--- src/rtl/shared_mul_gf2_arb.sv ---
// Round-robin front end for one shared, pipelined DOM GF(2^2) multiplier.
// Each issue consumes one randomness word and carries a requester tag through to the response.
module shared_mul_gf2_arb #(
  parameter int SHARES  = 3,
  parameter int NREQ    = 4,
  parameter int LATENCY = 1,
  parameter int IDW     = $clog2(NREQ)
) (
  input  logic                          ClkxCI,
  input  logic                          RstxRI,
  input  logic [NREQ-1:0]               ReqValidxSI,
  output logic [NREQ-1:0]               ReqReadyxSO,
  input  logic [NREQ*2*SHARES-1:0]      ReqXxDI,
  input  logic [NREQ*2*SHARES-1:0]      ReqYxDI,
  input  logic                          RndValidxSI,
  output logic                          RndReadyxSO,
  input  logic [SHARES*(SHARES-1)-1:0]  RndxDI,
  output logic [2*SHARES-1:0]           MulXxDO,
  output logic [2*SHARES-1:0]           MulYxDO,
  output logic [SHARES*(SHARES-1)-1:0]  MulZxDO,
  input  logic [2*SHARES-1:0]           MulQxDI,
  output logic                          RspValidxSO,
  output logic [IDW-1:0]                RspIdxDO,
  output logic [2*SHARES-1:0]           RspQxDO,
  output logic                          BusyxSO
);
  localparam int EW    = 2 * SHARES;
  localparam int ZW    = SHARES * (SHARES - 1);
  localparam int DEPTH = 1 + LATENCY;

  // Handshake: a requester is served in the cycle its ReqReadyxSO bit is high; the same
  // cycle RndReadyxSO pops one randomness word. Responses have no backpressure.
  logic [IDW-1:0]           ptr_q, ptr_d;
  logic [IDW-1:0]           gnt_idx;
  logic [IDW:0]             scan_idx;
  logic                     found;
  logic                     issue;
  logic [EW-1:0]            mul_x_q, mul_x_d;
  logic [EW-1:0]            mul_y_q, mul_y_d;
  logic [ZW-1:0]            mul_z_q, mul_z_d;
  logic [DEPTH-1:0]         vld_q;
  logic [DEPTH-1:0][IDW-1:0] tag_q;

  // Scan upward from the pointer, wrapping at NREQ, and keep the first hit.
  always_comb begin
    found    = 1'b0;
    gnt_idx  = '0;
    scan_idx = '0;
    for (int k = 0; k < NREQ; k++) begin
      scan_idx = {1'b0, ptr_q} + (IDW+1)'(k);
      if (scan_idx >= (IDW+1)'(NREQ)) scan_idx = scan_idx - (IDW+1)'(NREQ);
      if (!found && ReqValidxSI[scan_idx[IDW-1:0]]) begin
        found   = 1'b1;
        gnt_idx = scan_idx[IDW-1:0];
      end
    end
  end

  always_comb begin
    issue       = !RstxRI && RndValidxSI && found;
    ReqReadyxSO = issue ? (NREQ'(1) << gnt_idx) : '0;
    RndReadyxSO = issue;
    ptr_d       = ptr_q;
    mul_x_d     = '0;
    mul_y_d     = '0;
    mul_z_d     = '0;
    if (issue) begin
      ptr_d   = (gnt_idx == IDW'(NREQ - 1)) ? '0 : gnt_idx + IDW'(1);
      mul_x_d = ReqXxDI[gnt_idx*EW +: EW];
      mul_y_d = ReqYxDI[gnt_idx*EW +: EW];
      mul_z_d = RndxDI;
    end
  end

  always_ff @(posedge ClkxCI) begin
    if (RstxRI) begin
      ptr_q   <= '0;
      mul_x_q <= '0;
      mul_y_q <= '0;
      mul_z_q <= '0;
      vld_q   <= '0;
      tag_q   <= '0;
    end else begin
      ptr_q    <= ptr_d;
      mul_x_q  <= mul_x_d;
      mul_y_q  <= mul_y_d;
      mul_z_q  <= mul_z_d;
      vld_q[0] <= issue;
      tag_q[0] <= issue ? gnt_idx : '0;
      for (int i = 1; i < DEPTH; i++) begin
        vld_q[i] <= vld_q[i-1];
        tag_q[i] <= tag_q[i-1];
      end
    end
  end

  assign MulXxDO     = mul_x_q;
  assign MulYxDO     = mul_y_q;
  assign MulZxDO     = mul_z_q;
  assign RspValidxSO = vld_q[DEPTH-1];
  assign RspIdxDO    = tag_q[DEPTH-1];
  assign RspQxDO     = MulQxDI;
  assign BusyxSO     = |vld_q;
endmodule
--- config.mk ---
export PLATFORM = sky130hd
export DESIGN_NAME = shared_mul_gf2_arb
export DESIGN_NICKNAME = d
export VERILOG_FILES = /design/src/rtl/shared_mul_gf2_arb.sv
export SDC_FILE = /design/constraint.sdc
export NUM_CORES = 1
export LEC_CHECK = 0
export ABC_AREA = 1
export CAP_MARGIN = 20
export CORE_ASPECT_RATIO = 0.8
export CORE_MARGIN = 10
export CORE_UTILIZATION = 38
export CTS_BUF_LIST = sky130_fd_sc_hd__clkbuf_8
export DETAILED_ROUTE_END_ITERATION = 8
export PLACE_DENSITY = 0.8
export SLEW_MARGIN = 20
export SYNTH_ARGS = -nofsm -noshare
export SYNTH_HDL_FRONTEND = slang
export SYNTH_SLANG_ARGS = --single-unit
--- constraint.sdc ---
create_clock -name ClkxCI -period 2.6 [get_ports ClkxCI]
set_clock_uncertainty 0.1 [all_clocks]
set_input_delay 0.39 -clock ClkxCI [delete_from_list [all_inputs] [get_ports ClkxCI]]
set_output_delay 0.39 -clock ClkxCI [all_outputs]
set_load 0.03 [all_outputs]
## After elaboration in Yosys (flattened, before gate mapping)

Index checks and enable logic that the tools add are counted.
W data, S select, Z words.

| storage, ports and cells | value |
|---|---|
| output and inout bits | 33 |
| flip-flop bits (word level) | 26 |

| cells by class | value |
|---|---|
| multiply operators | 1 |
| add/subtract/negate cells | 8 |
| bitwise logic cells | 1 |
| mux-type cells | 22 |
| equality and inequality tests | 1 |
| shift-type cells | 3 |
| order comparisons | 8 |
| reductions and logical operators | 11 |

Operators with widths:

| operator | count |
|---|---|
| $shiftx A24 B6 Y6 | 2 |
| $mux W2 | 9 |
| $lt A2 B3 Y1 const B | 4 |
| $ge A3 B3 Y1 const B | 3 |
| $bmux W1 S2 | 4 |
| $mux W1 | 8 |
| $sub A2 B1 Y2 const B | 4 |
| $add A2 B2 Y3 const B | 2 |
| $logic_and A1 B1 Y1 | 5 |
| $logic_not A1 Y1 | 4 |
| $mul A2 B2 Y4 const B | 1 |
| $mux W4 | 1 |
| $reduce_or A2 Y1 | 2 |
| $shl A1 B2 Y4 const A | 1 |
| $add A2 B1 Y3 const B | 1 |
| $ge A2 B3 Y1 const B | 1 |
| $add A2 B1 Y2 const B | 1 |
| $eq A2 B2 Y1 const B | 1 |
| $not A1 Y1 | 1 |

## Logic depth before layout (Yosys ltp)

Gate-level depths: netlist of run 1.

| logic depth | value |
|---|---|
| depth in word-level cells | 17 |
| gate-level depth with buffers | 15 |

## Least setup slack after synthesis of run 1

OpenSTA, ideal clock, no wires.

| timing | value |
|---|---|
| path type | flip-flop to output port |
| start point | reg ptr_q[0] |
| end point | out ReqReadyxSO[0] |
| stages on the path, launching flop included | 11 |
| arrival time | 1.978 ns |
| path buffers | 2 |
| setup slack | 0.132 ns |
| required time | 2.110 ns |
| path through | dfxtp_1 > buf_4 > nand2_2 > nand3_1 > nand2_1 > nor2_2 > nand3_2 > nand2_2 > nor2_8 > buf_4 > nor3_1 |

| on the way | value |
|---|---|
| cells in the longest elaborated chain, start to end | 16 |
| elaborated cells between the ends (all ways) | 40 |
| classes of those cells | 7 x add/sub; 4 x order compare; 1 x shift; 21 x mux; 7 x reduce/logical |

RTL lines:

| element | RTL line | RTL |
|---|---|---|
| start, declared | 33 | `logic [IDW-1:0] ptr_q, ptr_d;` |
| start signal, assigned | 84 | `ptr_q <= ptr_d;` |
| parallel branches: the longest is 15 deep, another holds $add A2 B1 Y3 | -- |  |
| $mux W4 (*) | 61 | `ReqReadyxSO = issue ? (NREQ'(1) << gnt_idx) : '0;` |
| end, declared | 12 | `output logic [NREQ-1:0] ReqReadyxSO,` |

Mark *: on every way between the ends. The select of a mux whose other input is x is not followed.

## Final worst setup path of run 1

| timing | value |
|---|---|
| start point | in ReqValidxSI[3] |
| end point | out ReqReadyxSO[0] |

| on the way | value |
|---|---|
| cells in the longest elaborated chain, start to end | 14 |
| elaborated cells between the ends (all ways) | 25 |
| classes of those cells | 1 x shift; 17 x mux; 7 x reduce/logical |

RTL lines:

| element | RTL line | RTL |
|---|---|---|
| start, declared | 11 | `input logic [NREQ-1:0] ReqValidxSI,` |
| $bmux W1 S2 | 52 | `if (!found && ReqValidxSI[scan_idx[IDW-1:0]]) begin` |
| $mux W1 (not written as such) | 52 |  |
| $mux W1 | 52 |  |
| $logic_not A1 Y1 | 52 |  |
| $logic_and A1 B1 Y1 | 52 |  |
| $mux W1 | 52 |  |
| $logic_not A1 Y1 | 52 |  |
| $logic_and A1 B1 Y1 | 52 |  |
| $mux W1 | 52 |  |
| $logic_not A1 Y1 | 52 |  |
| $logic_and A1 B1 Y1 | 52 |  |
| $mux W2 / $mux W1 (equally long branches) | 52 |  |
| $shl A1 B2 Y4 / $logic_and A1 B1 Y1 (equally long branches) | 61, 60 |  |
| $mux W4 (*) | 61 |  |

Every way passes the cells marked *; elsewhere a longest branch is shown, timed or not. The select of a mux whose other input is x is not followed.

==> out/qor.yml, run 1 <==
clk_pin_slew_ns: 0.09
cp_max_fo: 3
final_hold_viol_count: 0
intPower_mw: 1.23
whs_endpoint: "RspIdxDO[0]"
grt.met1_usage: 0.173
top_usage_layer: "met2"
switching_share: 0.458
r2r-end: "MulXxDO[0]"
crit_chain: "clkdlybuf4s50_1, inv_1, nand2_1, nand2_1, nand2_1, nand2_1, nand2_2, nand3_1, nand2_2, nor2_8, nor3_1, buf_4"
fin_nets: 402
fin_crit_sh: 0.954
fp.dieH_um: 77.8
fmax_mhz: 403
synthFlopType: "dfxtp_1"
reg2reg_slack_ns: 0.52
fin_cells: 389
ir_worst_vdd_v: 0.000399
synth_commonest_cells: "nand2_1, nand3_1, nor2_1"
ys_warn_count: 0
fin_ws_ns: 0.119
syn_to_final_growth_pct: 61.1
fin_util: 0.654
cts_tree: "yes"
met3_usage: 0.0519
clock_power_share: 0.146
worst_setup_path_end_kind: "output port"
initial_core_util: 0.406
setup_violations: 0
io_pins: 100
wirelength_mm: 5.21
yosysTopAreaCell: "dfxtp_1"
r2r_start: "ptr_q[0]"
drv_slew: 0
drive_above_1_share: 0.138
grt_setup_unrepaired: "false"
seq_power_share: 0.225
ys_seq_area_frac: 0.328
antenna_found_initial: 0
first_global_vias: 1707
worstPathRequired_ns: 2.11
yosys.cell_count.top_type: "nand2_1"
ys_ff_latch: 26
clock_sinks: 26
drt-wirelength-per-cell_um: 13.4
drc: 0
post-place-ws_ns: 0.0221
hold_class: "register to register"
synth.distinct_cells: 19
worstMarginPinSlew_ns: 0.353
p_per_area_nw_per_um2: 890
n_antenna_cell: 0
cts_max_path_buffers: 2
worstSkewPairLatency_ns: 0.27
pwr-share-comb: 0.629
min_period_ns: 2.48
htree_levels: 1
synth_top_area_share: 0.328
crit_top_cell: "nand2_1"
dp.cells: 383
ant_nets: 0
critPathLaunchType: "input pin"
core_um2: 3900
netlist_top_cells_area: "dfxtp_1, nand3_1, nand2_1"
drv_cap: 0
synth-edff-count: 0
root_buffer: "clkbuf_8"
n_fill_cell: 382
die_x_um: 92.2
num_vias: 1783
grt_max_degree: 26
grtUsageTotal: 0.141
grt_first_pass_wirelength_mm: 8.45
worst-setup-path-type: "input pin to output port"
met2_usage: 0.234
holdWs_ns: 0.309
dp_hpwl_mm: 4.28
synthArstFlopShare: 0
holdPathStages: 2
gr-total-overflow: 0
power_leakage_nw: 1.26
cp_num_buf_inv: 3
hp-start: "tag_q[0]"
cp.arrival_ns: 1.99
r2r_cells: 14
syn-num-nets: 318
synthCells: 251
drt_iter0_markers: 86
critPathSlowestCell: "clkdlybuf4s50_1"
max_slew_margin: 0.764
synth_area_per_cell_um2: 6.32
io_buffers: 87
slowest_delay_ns: 0.50
synth_area_um2: 1590
crit_family: "simple AND/OR/NAND/NOR gates"
core.rowCount: 20
status: "finished, final reports clean"
setup_tns_ns: 0
vias_per_cell: 4.58
die_area_um2: 7170
cts_made_buffers: 3
gp_congestion: 0.907
firstDrtPassIters: 4
power.switching_mw: 1.04
power groups by stage:
stage	clock network [mW]	logic (mW)	registers [mW]
after CTS	0.339	1.41	0.511
final	0.332	1.43	0.512
after global routing	0.361	1.60	0.521
after floorplan	0	0.950	0.621
after detailed placement	0	1.41	0.518
after global placement	0	1.40	0.515
tightest hold or removal path, delay by kind of cell, from the launching register on:
kind	cells	cell delay, ns
buffers and inverters	1	0.04
and+or+nand+nor	1	0.03
DFF	1	0.31
layout by cell type (no fill, tap or decap), drive strengths merged:
| master | Yosys | layout |
|---|---|---|
| clkdlybuf4s50 | 0 | 81 |
| nand2 | 70 | 70 |
| nand3 | 60 | 60 |
| nor2 | 44 | 44 |
| dfxtp | 26 | 26 |
| inv | 26 | 26 |
| buf | 19 | 16 |
| clkbuf | 0 | 3 |
| nor3 | 2 | 2 |
| nand4 | 1 | 1 |
| a21boi | 1 | 1 |
| or2 | 1 | 1 |
| a21oi | 1 | 1 |
| bufinv | 0 | 1 |
| dlymetal6s2s | 0 | 1 |
stage by stage:
step / total power, mW / area [µm²]
final: 2.27 / 2550
after CTS: 2.26 / 2510
after global routing: 2.48 / 2550
after detailed placement: 1.93 / 2440
after floorplan: 1.57 / 1590
after global placement: 1.91 / 2440
repair_timing:
item	4_1_cts	5_1_grt
pin swaps	0	3
hold buffers	0	0
endpoints found under the setup margin	2	5
resized for setup	1	9
buffers inserted	0	2
flip-flops by register name, indices dropped and copies added, names as in the netlist:
name and count:
MulYxDO 6, tag_q 2, MulXxDO 6, MulZxDO 6
ptr_q 2, RspIdxDO 2, vld_q 2
worst max path at each step:
| stage | from | to | slack, ns | cells past startpoint |
|---|---|---|---|---|
| 2_1_floorplan | ptr_q[0] | ReqReadyxSO[0] | 0.13 | 10 |
| 3_3_place_gp | ReqValidxSI[3] | ReqReadyxSO[2] | 0.08 | 13 |
| 3_5_place_dp | ReqValidxSI[3] | ReqReadyxSO[2] | 0.02 | 13 |
| 4_1_cts | ReqValidxSI[2] | ReqReadyxSO[2] | 0.02 | 13 |
| 5_1_grt | ReqValidxSI[0] | ReqReadyxSO[1] | 0.01 | 12 |
| 6_report | ReqValidxSI[3] | ReqReadyxSO[0] | 0.12 | 12 |
cells by family (layout without fill, tap and decap cells):
family / after synthesis / after routing / share of synthesized area
AND/OR/NAND/NOR: 178 / 178 / 0.511
buffers and inverters: 45 / 128 / 0.151
flip-flops: 26 / 26 / 0.328
AO/OA/AOI/OAI: 2 / 2 / 0.0103
routing by layer:
metal  vias up  wire length, µm
met5         -                0
li1        942                -
met4         0               29
met3         4              391
met2        62             2450
met1       775             2340
cell type report:
type | count | area (µm²) | area share
Timing Repair Buffer | 98 | 947 | 0.371
Multi-Input combinational cell | 180 | 843 | 0.330
Inverter | 26 | 97.6 | 0.0382
Clock inverter | 1 | 30.0 | 0.0118
Tap cell | 55 | 68.8 | 0.0269
Clock buffer | 3 | 41.3 | 0.0162
Sequential cell | 26 | 526 | 0.206
Power figures use the tool's default switching activity.
==> run 2, diff against run 1 <==
--- a/config.mk
+++ b/config.mk
@@ -8,3 +8,2 @@
 export ABC_AREA = 1
-export CAP_MARGIN = 20
 export CORE_ASPECT_RATIO = 0.8
@@ -13,2 +12,3 @@
 export CTS_BUF_LIST = sky130_fd_sc_hd__clkbuf_8
+export CTS_CLUSTER_SIZE = 10
 export DETAILED_ROUTE_END_ITERATION = 8
==> constraint.sdc (replaced) <==
create_clock -name ClkxCI -period 2.6 [get_ports ClkxCI]
set_clock_uncertainty 0.1 [all_clocks]
set_input_delay 0.26 -clock ClkxCI [delete_from_list [all_inputs] [get_ports ClkxCI]]
set_output_delay 0.26 -clock ClkxCI [all_outputs]
set_load 0.03 [all_outputs]
==> out/qor.yml, run 2 (synthesized netlist as in run 1, its figures left out) <==
status: "finished, final reports clean"
worstPathRequired_ns: 2.24
grt_max_degree: 25
drt-wirelength-per-cell_um: 13.4
num_vias: 1828
die_area_um2: 7170
io_buffers: 87
fin_util: 0.659
max_slew_margin: 0.597
die_x_um: 92.2
dp_hpwl_mm: 4.11
fin_cells: 394
core.rowCount: 20
ant_nets: 0
firstDrtPassIters: 4
grt_first_pass_wirelength_mm: 8.40
worstMarginPinSlew_ns: 0.604
fin_nets: 407
io_pins: 100
htree_levels: 1
cts_tree: "yes"
r2r_cells: 15
reg2reg_slack_ns: 0.44
core_um2: 3900
root_buffer: "clkbuf_8"
n_antenna_cell: 0
syn_to_final_growth_pct: 62.4
ir_worst_vdd_v: 0.000424
cp_max_fo: 24
power.switching_mw: 1.08
min_period_ns: 2.40
r2r_start: "ptr_q[0]"
grtUsageTotal: 0.141
crit_start: "ptr_q[0]"
worst-setup-path-type: "register to output port"
r2r-end: "MulXxDO[3]"
worst_setup_path_end_kind: "output port"
initial_core_util: 0.406
antenna_found_initial: 0
setup_violations: 0
holdPathStages: 2
drc: 0
seq_power_share: 0.213
holdWs_ns: 0.310
crit_path_end: "ReqReadyxSO[2]"
final_cell_mix: "clkdlybuf4s50_1, nand2_1, nand3_1"
worstSkewPairLatency_ns: 0.26
first_global_vias: 1730
critPathLaunchType: "register"
clk_pin_slew_ns: 0.08
mostFrequentLayoutCell: "clkdlybuf4s50_1"
grt_setup_unrepaired: "false"
cp.arrival_ns: 2.04
gp_congestion: 0.932
hold_class: "register to register"
drive_above_1_share: 0.136
clock_power_share: 0.109
intPower_mw: 1.27
fp.dieH_um: 77.8
drv_cap: 0
final_hold_viol_count: 0
p_per_area_nw_per_um2: 910
drv_slew: 0
drt_iter0_markers: 94
cts_max_path_buffers: 2
wirelength_mm: 5.28
dpl_cell_area_um2: 2430
power_leakage_nw: 1.28
switching_share: 0.459
design_area_um2: 2570
pwr-share-comb: 0.678
dp.cells: 381
fmax_mhz: 417
cts_made_buffers: 3
total_power_mw: 2.34
fin_crit_sh: 0.923
clock_sinks: 26
gr-total-overflow: 0
vias_per_cell: 4.64
[run 2: worst min-delay path by stage]
stage / from / end / slack [ns]
after floorplan: RstxRI / RspIdxDO[0] / 0.23
after global placement: tag_q[0] / RspIdxDO[0] / 0.30
after detailed placement: tag_q[1] / RspIdxDO[1] / 0.30
after CTS: tag_q[1] / RspIdxDO[1] / 0.31
after global routing: vld_q[0] / vld_q[1] / 0.34
final: tag_q[1] / RspIdxDO[1] / 0.31
[run 2: area by class of cell]
class	instances	area, µm²
well taps	55	68.8
inverters	26	97.6
fillers	370	1330
repair buffers	102	996
clock buffers	4	55.1
flip-flops and latches	26	522
multi-input cells	181	835
[run 2: metal layers]
| layer | vias up | global-route usage | wire [µm] |
|---|---|---|---|
| met5 | - | 0 | 0 |
| met1 | 793 | 0.168 | 2370 |
| li1 | 957 | - | - |
| met4 | 0 | 0.0338 | 23 |
| met2 | 76 | 0.238 | 2420 |
| met3 | 2 | 0.0481 | 469 |
[run 2: worst max-delay path, stage by stage, from the launching register on]
cell and delay (ns):
dfxtp_2 0.36, buf_4 0.17, nand2_2 0.08, nand3_1 0.13
nand2_1 0.11, nor2_2 0.14, nand3_2 0.11, nand2_1 0.13
buf_8 0.20, nor2_1 0.08, nand2_1 0.08, inv_1 0.04
buf_4 0.16
[run 2: timing repair]
item / CTS / global route
cloned: 1 / 0
gates resized for setup: 0 / 5
endpoints found under the setup margin: 2 / 5
hold buffers: 0 / 0
setup buffers: 0 / 8
pin swaps: 1 / 2
[run 2: metrics by stage]
| stage | TNS [ns] | setup slack (ns) |
|---|---|---|
| 6_report | 0 | 0.200 |
| 3_5_place_dp | -0.0567 | -0.0421 |
| 4_1_cts | 0 | 0.0516 |
| 5_1_grt | 0 | 0.00394 |
| 2_1_floorplan | 0 | 0.262 |
| 3_3_place_gp | 0 | 0.0644 |
[run 2: power by group through the flow]
stage          sequential [mW]  clock (mW)  combinational [mW]
3_5_place_dp             0.508           0                1.42
5_1_grt                  0.509       0.278                1.76
4_1_cts                  0.499       0.260                1.45
2_1_floorplan            0.621           0               0.950
6_report                 0.499       0.254                1.59
3_3_place_gp             0.505           0                1.40
